## config.mk

```make
export PLATFORM = sky130hd
export DESIGN_NAME = i2c_slave_core
export DESIGN_NICKNAME = d
export VERILOG_FILES = /design/src/rtl/i2c_slave_core_pkg.sv /design/src/rtl/i2c_sync_edge.sv /design/src/rtl/i2c_slave_core.sv
export SDC_FILE = /design/constraint.sdc
export NUM_CORES = 1
export LEC_CHECK = 0
export CAP_MARGIN = 20
export CORE_ASPECT_RATIO = 1.5
export CORE_MARGIN = 2
export CORE_UTILIZATION = 48
export DETAILED_ROUTE_END_ITERATION = 8
export GPL_TIMING_DRIVEN = 0
export MAX_ROUTING_LAYER = met4
export PLACE_DENSITY = 0.77
export SYNTH_ARGS = -nofsm -noshare
export SYNTH_HDL_FRONTEND = slang
export SYNTH_HIERARCHICAL = 1
export SYNTH_SLANG_ARGS = --single-unit
```

## constraint.sdc

```tcl
create_clock -name clk -period 2.05 [get_ports clk]
set_clock_uncertainty 0.15 [all_clocks]
set_input_delay 0.41 -clock clk [delete_from_list [all_inputs] [get_ports clk]]
set_output_delay 0.41 -clock clk [all_outputs]
set_load 0.02 [all_outputs]
```

## src/rtl/i2c_slave_core_pkg.sv

```systemverilog
// Shared I2C definitions: FSM state codes, byte constant and a small helper
// used by the slave core and its line conditioner.
package i2c_slave_core_pkg;

    typedef enum logic [2:0] {
        IDLE     = 3'd0,
        ADDR     = 3'd1,
        ADDR_ACK = 3'd2,
        RX       = 3'd3,
        RX_ACK   = 3'd4,
        TX       = 3'd5,
        TX_ACK   = 3'd6,
        IGNORE   = 3'd7
    } state_t;

    localparam logic [7:0] ZERO8 = 8'h00;

    // 2-of-3 vote used by the optional glitch filter
    function automatic logic maj3(input logic a, input logic b, input logic c);
        return (a & b) | (a & c) | (b & c);
    endfunction

endpackage

```

## src/rtl/i2c_sync_edge.sv

```systemverilog
// Line conditioner for one I2C pad signal: synchroniser into clk, optional
// 3-sample majority filter (I2C_SLAVE_GLITCH_FILTER_EN), and edge detection.
// All flops reset to 1 so the line looks like an idle, released bus.
module i2c_sync_edge
    import i2c_slave_core_pkg::*;
#(
    parameter int SYNC_STAGES = 2
) (
    input  logic clk,
    input  logic reset,
    input  logic line,
    output logic level,
    output logic rise,
    output logic fall
);

    logic [SYNC_STAGES-1:0] sync_reg;
    logic                   synced;
    logic                   clean;
    logic                   prev_reg;

    // Metastability chain, shifting toward the MSB
    always_ff @(posedge clk) begin
        if (reset) begin
            sync_reg <= '1;
        end else begin
            sync_reg <= {sync_reg[SYNC_STAGES-2:0], line};
        end
    end

    assign synced = sync_reg[SYNC_STAGES-1];

`ifdef I2C_SLAVE_GLITCH_FILTER_EN
    logic [1:0] hist_reg;
    logic       filt_reg;

    // Vote over the current and two previous samples; a single-clk pulse
    // never holds a majority, so it is dropped (two extra clks of latency)
    always_ff @(posedge clk) begin
        if (reset) begin
            hist_reg <= 2'b11;
            filt_reg <= 1'b1;
        end else begin
            hist_reg <= {hist_reg[0], synced};
            filt_reg <= maj3(synced, hist_reg[0], hist_reg[1]);
        end
    end

    assign clean = filt_reg;
`else
    assign clean = synced;
`endif

    // Previous conditioned level for edge detection
    always_ff @(posedge clk) begin
        if (reset) begin
            prev_reg <= 1'b1;
        end else begin
            prev_reg <= clean;
        end
    end

    assign level = clean;
    assign rise  = clean & ~prev_reg;
    assign fall  = ~clean & prev_reg;

endmodule

```

## src/rtl/i2c_slave_core.sv

```systemverilog
// I2C slave byte engine: address match, receive with ACK, transmit with
// master ACK/NACK handling. Never stretches scl. SDA is driven only on scl
// falling edges (plus immediate release on START/STOP/reset).
// Optional build macro: I2C_SLAVE_GLITCH_FILTER_EN (majority filter on lines).
module i2c_slave_core
    import i2c_slave_core_pkg::*;
#(
    parameter int SYNC_STAGES = 2
) (
    input  logic       clk,
    input  logic       reset,
    input  logic       scl,
    input  logic       sda_in,
    output logic       sda_oe,
    input  logic [6:0] address,
    input  logic [7:0] datasend,
    output logic [7:0] datareceive,
    output logic       received,
    output logic       sended,
    output logic       busy
);

    logic scl_level, scl_rise, scl_fall;
    logic sda_level, sda_rise, sda_fall;
    logic start_det, stop_det;

    i2c_sync_edge #(.SYNC_STAGES(SYNC_STAGES)) u_scl (
        .clk(clk), .reset(reset), .line(scl),
        .level(scl_level), .rise(scl_rise), .fall(scl_fall)
    );

    i2c_sync_edge #(.SYNC_STAGES(SYNC_STAGES)) u_sda (
        .clk(clk), .reset(reset), .line(sda_in),
        .level(sda_level), .rise(sda_rise), .fall(sda_fall)
    );

    assign start_det = sda_fall & scl_level;
    assign stop_det  = sda_rise & scl_level;

    state_t     state_reg, state_next;
    logic [3:0] bit_cnt_reg, bit_cnt_next;
    logic [7:0] shift_reg, shift_next;
    logic [7:0] tx_reg, tx_next;
    logic       sda_oe_reg, sda_oe_next;
    logic       busy_reg, busy_next;
    logic [7:0] drx_reg, drx_next;
    logic       received_reg, received_next;
    logic       sended_reg, sended_next;
    logic [2:0] tx_idx;

    // Bit position to present after the n-th rising edge (MSB first)
    assign tx_idx = 3'd7 - bit_cnt_reg[2:0];

    // State and datapath registers
    always_ff @(posedge clk) begin
        if (reset) begin
            state_reg    <= IDLE;
            bit_cnt_reg  <= 4'd0;
            shift_reg    <= ZERO8;
            tx_reg       <= ZERO8;
            sda_oe_reg   <= 1'b0;
            busy_reg     <= 1'b0;
            drx_reg      <= ZERO8;
            received_reg <= 1'b0;
            sended_reg   <= 1'b0;
        end else begin
            state_reg    <= state_next;
            bit_cnt_reg  <= bit_cnt_next;
            shift_reg    <= shift_next;
            tx_reg       <= tx_next;
            sda_oe_reg   <= sda_oe_next;
            busy_reg     <= busy_next;
            drx_reg      <= drx_next;
            received_reg <= received_next;
            sended_reg   <= sended_next;
        end
    end

    // Next-state logic; bus conditions take priority over bit handling
    always_comb begin
        state_next    = state_reg;
        bit_cnt_next  = bit_cnt_reg;
        shift_next    = shift_reg;
        tx_next       = tx_reg;
        sda_oe_next   = sda_oe_reg;
        busy_next     = busy_reg;
        drx_next      = drx_reg;
        received_next = 1'b0;
        sended_next   = 1'b0;

        if (start_det) begin
            state_next   = ADDR;
            bit_cnt_next = 4'd0;
            sda_oe_next  = 1'b0;
            busy_next    = 1'b0;
        end else if (stop_det) begin
            state_next   = IDLE;
            bit_cnt_next = 4'd0;
            sda_oe_next  = 1'b0;
            busy_next    = 1'b0;
        end else begin
            case (state_reg)
                ADDR: begin
                    if (scl_rise) begin
                        shift_next   = {shift_reg[6:0], sda_level};
                        bit_cnt_next = bit_cnt_reg + 4'd1;
                    end else if (scl_fall && bit_cnt_reg == 4'd8) begin
                        if (shift_reg[7:1] == address) begin
                            state_next  = ADDR_ACK;
                            sda_oe_next = 1'b1;
                            busy_next   = 1'b1;
                        end else begin
                            state_next = IGNORE;
                        end
                    end
                end
                ADDR_ACK: begin
                    if (scl_fall) begin
                        bit_cnt_next = 4'd0;
                        if (shift_reg[0]) begin
                            state_next  = TX;
                            tx_next     = datasend;
                            sda_oe_next = ~datasend[7];
                        end else begin
                            state_next  = RX;
                            sda_oe_next = 1'b0;
                        end
                    end
                end
                RX: begin
                    if (scl_rise) begin
                        shift_next   = {shift_reg[6:0], sda_level};
                        bit_cnt_next = bit_cnt_reg + 4'd1;
                        if (bit_cnt_reg == 4'd7) begin
                            drx_next      = {shift_reg[6:0], sda_level};
                            received_next = 1'b1;
                        end
                    end else if (scl_fall && bit_cnt_reg == 4'd8) begin
                        state_next  = RX_ACK;
                        sda_oe_next = 1'b1;
                    end
                end
                RX_ACK: begin
                    if (scl_fall) begin
                        state_next   = RX;
                        bit_cnt_next = 4'd0;
                        sda_oe_next  = 1'b0;
                    end
                end
                TX: begin
                    if (scl_rise) begin
                        bit_cnt_next = bit_cnt_reg + 4'd1;
                    end else if (scl_fall) begin
                        if (bit_cnt_reg == 4'd8) begin
                            state_next  = TX_ACK;
                            sda_oe_next = 1'b0;
                        end else begin
                            sda_oe_next = ~tx_reg[tx_idx];
                        end
                    end
                end
                TX_ACK: begin
                    if (scl_rise) begin
                        sended_next = 1'b1;
                        if (sda_level) begin
                            state_next = IGNORE;
                            busy_next  = 1'b0;
                        end
                    end else if (scl_fall) begin
                        state_next   = TX;
                        bit_cnt_next = 4'd0;
                        tx_next      = datasend;
                        sda_oe_next  = ~datasend[7];
                    end
                end
                default: begin
                    sda_oe_next = 1'b0;
                end
            endcase
        end
    end

    assign sda_oe      = sda_oe_reg;
    assign busy        = busy_reg;
    assign datareceive = drx_reg;
    assign received    = received_reg;
    assign sended      = sended_reg;

endmodule

```

==> results.txt, run 1 <==
Vias/cell = 5.60
width of the die = 56.0 um
post-synthesis sequential area ratio = 42.1%
CTS max path bufs = 2
initial antenna violation count = 0
PwrDens = 805 nW/um^2
pin count of the biggest net entering global routing = 14
sw frac = 30.9%
Non-Filler Instances = 302
Routability Congestion = 0.864
Crit. End Element = flop
post-route ant nets = 0
Max Fclk = 0.496 GHz
fin area = 2620 sq um
CTS tree = built
min-delay src = u_sda/sync_reg[0]
CP bufs+invs = 0
Post-DP HPWL = 3.04 mm
Slew @ Worst Pin = 0.475 ns
Tmin final = 2.02 ns
crit share post-route = 98.3%
CP Depth = 6
grt ovf = 0
Placement Rows = 28
Sink Count = 41
Inst Count DP = 290
H-tree depth = 2
Num CTS Buffers = 5
final core occ = 66.7%
Ant. Diodes = 0
required time of the critical path = 2.12 ns
Core Area = 3920 sq um
Root Buffer = clkbuf_8
global-route wire length before repair = 7.40 mm
Synth Cell Area = 1950 sq um
Worst Path Max Fanout = 8
setup violators final = 0
Psw = 651 uW
reg2reg start = u_scl/sync_reg[1]
Clock power frac = 32.8%
Syn. warnings = 6
Die Ht = 82.1 um
# hold bufs at CTS = 0
max-cap violation count = 0
Synth Instances = 215
Distinct cells, synth = 42
largest area contributor in the netlist = dfxtp_1
final setup margin = 0.0339 ns
CP startpoint = u_scl/sync_reg[1]
dpl ws = -0.293 ns
delay of the slowest cell on the worst path = 0.35 ns
critical path's top delay family = compound AO/OA/AOI/OAI gates
Syn Nets = 236
kind of critical path = flop to flop
Startpoint Class = flop
clock-pin transition on the worst setup and hold timing paths = 0.08 ns
syn avg cell area = 9.07 sq um
VDD IR max = 625 uV
crit path DAT = 2.08 ns
Power Internal = 1.46 mW
number of top-level pins = 31
Critical Path, Cell by Cell = and2b_4 > nand4b_1 > a32oi_2 > o221ai_4 > nor2b_4 > a211oi_2
fin. max-slew vios = 0
initial core utilization = 49.7%
Layout fillers = 330
Most used DFF post-synth = dfxtp_1
outcome = finished clean
combinational share of power = 26.7%
drt first-iter violations = 54
end point of the critical path = state_reg[2]
#FFs+latches synth = 41
endpoints failing hold = 0
LEAKAGE = 0.999 nW
GRT Total Usage = 21.2%
synthesis-to-finish area growth = 34.3%
register-to-register setup slack = 0.03 ns
number of synthesized flops with an enable pin = 0
full die area = 4600 sq um
DRC viols = 0
drt pass-1 iters = 4
vias after detailed routing = 1690
placed cell area = 2310 sq um
share of cells above drive strength 1 = 19.8%
R2R Path End = state_reg[2]
port buffer count = 30
share of power burned in registers = 40.5%
R2R cell count = 6
ys async rst share = 0%
Crit-path slowest cell = dfxtp_4
worst hold path type = flop to flop
Final nets = 277
post-synth top area share = 42.1%
Clk Latency, worst-skew pair = 0.30 ns
routed wire length per instance = 15.9 um
relative slew slack = 68.3%
cells taking the most area after synthesis = dfxtp_1 42%, mux2i_1 14%, nor2_1 6.4%
Post-Route WL = 4.81 mm
vias in the first global route = 1647
-- cell usage after synthesis (3+ instances only) --
cell type,n
nor2b_1,7
a21oi_1,9
or2_1,6
dfxtp_1,41
o21ai_0,8
a211oi_1,5
nor2_1,33
nand2_1,6
inv_1,6
nand3_1,5
nand4_1,3
a221oi_1,3
buf_2,4
clkbuf_1,6
nor3_1,6
mux2i_1,27
xnor2_1,3
xor2_1,4
-- power groups by stage --
stage          logic [mW]  clock network (mW)  registers [mW]
3_5_place_dp        0.419                   0           0.869
5_1_grt             0.608               0.728           0.859
2_1_floorplan       0.287                   0           0.872
6_report            0.562               0.692           0.853
3_3_place_gp        0.414                   0           0.867
4_1_cts             0.430               0.704           0.849
-- repair_timing --
| item | 4_1_cts | 5_1_grt |
|---|---|---|
| gates resized for setup | 9 | 29 |
| gates cloned | 1 | 0 |
| pin swaps | 1 | 14 |
| buffers inserted | 2 | 5 |
| setup endpoints to repair | 21 | 22 |
-- worst min path at each step --
stage / end / slack, ns / cells past startpoint
after global placement: u_sda/sync_reg[1] / 0.23 / 1
after global routing: u_sda/sync_reg[1] / 0.28 / 1
final: u_sda/sync_reg[1] / 0.26 / 1
after detailed placement: u_sda/sync_reg[1] / 0.25 / 1
after CTS: u_sda/sync_reg[1] / 0.27 / 1
after floorplan: u_scl/sync_reg[1] / 0.23 / 1
-- kinds of logic (layout without fill, tap and decap cells) --
group	count (synthesis)	after routing	share of synthesized area [%]
and+or+nand+nor	84	84	22.0
adders and majority gates	2	2	1.28
muxes	28	28	15.0
DFF	41	41	42.1
buffers and inverters	19	61	4.69
AOI/OAI and AO/OA	34	34	11.7
xor gates and xnor gates	7	7	3.15
-- per-layer routing --
layer / up-vias / wire (um) / global-route usage, %
met4: 0 / 208 / 13.6
met1: 783 / 1890 / 22.1
met2: 57 / 2540 / 37.1
met3: 16 / 168 / 3.46
li1: 834 / - / -
met5: - / 0 / -
-- per-stage QoR --
stage          TNS (ns)  power, mW  hold WS (ns)
2_1_floorplan         0       1.16         0.233
3_3_place_gp      -4.33       1.28         0.234
3_5_place_dp      -4.99       1.29         0.251
4_1_cts               0       1.98         0.273
5_1_grt          -0.191       2.19         0.279
6_report              0       2.11         0.260
-- layout by cell type (no fill, tap or decap), types with 2 or more instances in the layout --
cell type        synthesis  routed
a211oi_1                 5       3
a211oi_2                 0       2
a21oi_1                  9       8
a221oi_2                 0       3
buf_2                    4       4
buf_4                    2       7
clkbuf_1                 6       4
clkbuf_8                 0       6
clkdlybuf4s50_1          0      28
dfxtp_1                 41      37
dfxtp_2                  0       2
dfxtp_4                  0       2
dlymetal6s2s_1           0       2
inv_1                    6       6
mux2i_1                 27      27
nand2_1                  6       6
nand3_1                  5       5
nand3b_1                 2       2
nand4_1                  3       3
nor2_1                  33      33
nor2b_1                  7       4
nor2b_2                  0       2
nor3_1                   6       5
o21a_1                   2       2
o21ai_0                  8       7
or2_1                    6       6
or2_2                    2       2
xnor2_1                  3       3
xor2_1                   4       4
-- final cells by class --
cell class / instances / area, sq um / area share, %
sequential: 41 / 831 / 31.7
inverter: 6 / 22.5 / 0.860
clock buffer: 6 / 82.6 / 3.15
timing repair buffer: 38 / 378 / 14.4
tap: 45 / 56.3 / 2.15
multi-input combinational: 155 / 1160 / 44.5
clock inverter: 2 / 37.5 / 1.43
buffer: 9 / 46.3 / 1.77
Power figures use the tool's default switching activity.
==> run 2, diff against run 1 <==
CTS_CLUSTER_DIAMETER = 150   (was not set)
==> results of run 2 <==
Final layout, timing and power as in run 1 (identical DEF).
==> run 3, diff against run 2 <==
ABC_CLOCK_PERIOD_IN_PS = 2050   (was not set)
CORE_ASPECT_RATIO = not set   (was 1.5)
GPL_TIMING_DRIVEN = not set   (was 0)
==> run 3 against run 2 <==
Effect of this change: critical path depth rose by 1; count of clock-buffer cells in the layout unchanged; flip-flop and latch count is the same; core utilization down 2.8 points; critical endpoint is now datareceive[0]; highest routed layer unchanged.
==> results.txt, run 3 (same netlist as run 1, synthesis figures left out) <==
hold path depth = 1
width of the die = 67.7 um
routed wire length per instance = 13.5 um
global-route wire length before repair = 6.89 mm
relative slew slack = 72.9%
register-to-register setup slack = 0.10 ns
required time of the critical path = 2.08 ns
drt pass-1 iters = 4
initial antenna violation count = 0
LEAKAGE = 0.960 nW
grt ovf = 0
RSZ-0062 raised after global routing = no
Crit-path slowest cell = dfxtp_2
vias after detailed routing = 1644
placed cell area = 2420 sq um
setup violators final = 0
Num CTS Buffers = 5
fin. max-slew vios = 0
number of top-level pins = 31
Final Hold Slack = 0.256 ns
Sink Count = 41
final setup TNS = 0 ns
dpl ws = -0.122 ns
final core occ = 63.9%
Slew @ Worst Pin = 0.407 ns
Post-DP HPWL = 3.06 mm
Critical Path, Cell by Cell = and2b_1 > o21ai_0 > and3_1 > and4_1 > buf_12 > mux2i_1 > nor2_1
clock-pin transition on the worst setup and hold timing paths = 0.08 ns
final setup margin = 0.100 ns
fin area = 2520 sq um
Clk Latency, worst-skew pair = 0.30 ns
share of cells above drive strength 1 = 14.2%
full die area = 4590 sq um
vias in the first global route = 1509
R2R Path End = datareceive[0]
outcome = finished clean
reg2reg start = u_sda/sync_reg[1]
Die Ht = 67.7 um
GRT Total Usage = 21.3%
H-tree depth = 2
worst hold path type = flop to flop
VDD IR max = 566 uV
endpoints failing hold = 0
min-delay src = u_sda/sync_reg[0]
Post-Route WL = 4.20 mm
Core Area = 3940 sq um
post-route ant nets = 0
crit path DAT = 1.98 ns
pin count of the biggest net entering global routing = 33
CTS tree = built
Crit. End Element = flop
Max Fclk = 0.513 GHz
initial core utilization = 49.4%
most common cell after layout, fill and taps aside = dfxtp_1
Placement Rows = 23
Startpoint Class = flop
delay of the slowest cell on the worst path = 0.37 ns
R2R cell count = 7
commonest cells after routing, fill and taps aside = 39 x dfxtp_1, 33 x nor2_1, 30 x clkdlybuf4s50_1, 27 x mux2i_1, 18 x buf_4
CP startpoint = u_sda/sync_reg[1]
Hold Path End = u_sda/sync_reg[1]
setup bufs post-CTS = 0
Routability Congestion = 0.889
max-cap violation count = 0
Final nets = 280
Worst Path Max Fanout = 9
Root Buffer = clkbuf_8
Final Power = 1.84 mW
Ant. Diodes = 0
kind of critical path = flop to flop
DRC viols = 0
synthesis-to-finish area growth = 29.2%
crit share post-route = 95.1%
Non-Filler Instances = 310
PwrDens = 732 nW/um^2
port buffer count = 30
Tmin final = 1.95 ns
CTS max path bufs = 2
drt first-iter violations = 111
Vias/cell = 5.30
Inst Count DP = 302
## run 3: how the worst max path moves through the flow
| stage | slack (ns) | cells after the start | endpoint |
|---|---|---|---|
| finish | 0.10 | 7 | datareceive[0] |
| global route | 0.01 | 7 | datareceive[3] |
| CTS | 0.04 | 7 | datareceive[0] |
| detailed placement | -0.12 | 6 | state_reg[0] |
| global placement | -0.1 | 6 | state_reg[0] |
| floorplan | 0.03 | 8 | datareceive[3] |
## run 3: worst max-delay path, delay by kind of cell (launching register included)
family,cells,cell delay (ns)
AOI/OAI and AO/OA,1,0.20
muxes,1,0.20
buffers and inverters,1,0.15
and+or+nand+nor,4,0.75
DFF,1,0.37
## run 3: repair_timing
action	in CTS	in global routing
endpoints found under the setup margin	0	11
resized for setup	0	5
hold buffers	0	0
## run 3: final cells by class
cell class	count	area [sq um]
clock inverter	2	15.0
fill	325	1420
inverter	6	22.5
clock buffer	6	72.6
multi-input combinational	155	1050
tap	50	62.6
timing repair buffer	50	475
sequential	41	823
## run 3: layer usage
| layer | vias to the layer above | wire length, um | GRT usage, % |
|---|---|---|---|
| li1 | 843 | - | - |
| met1 | 753 | 2050 | 27.0 |
| met2 | 38 | 1870 | 30.4 |
| met3 | 10 | 168 | 5.83 |
| met4 | 0 | 111 | 11.7 |
| met5 | - | 0 | - |
## run 3: power by group
part,internal [mW],switching (mW)
clock network,0.240,0.284
registers,0.828,0.0408
logic,0.215,0.236
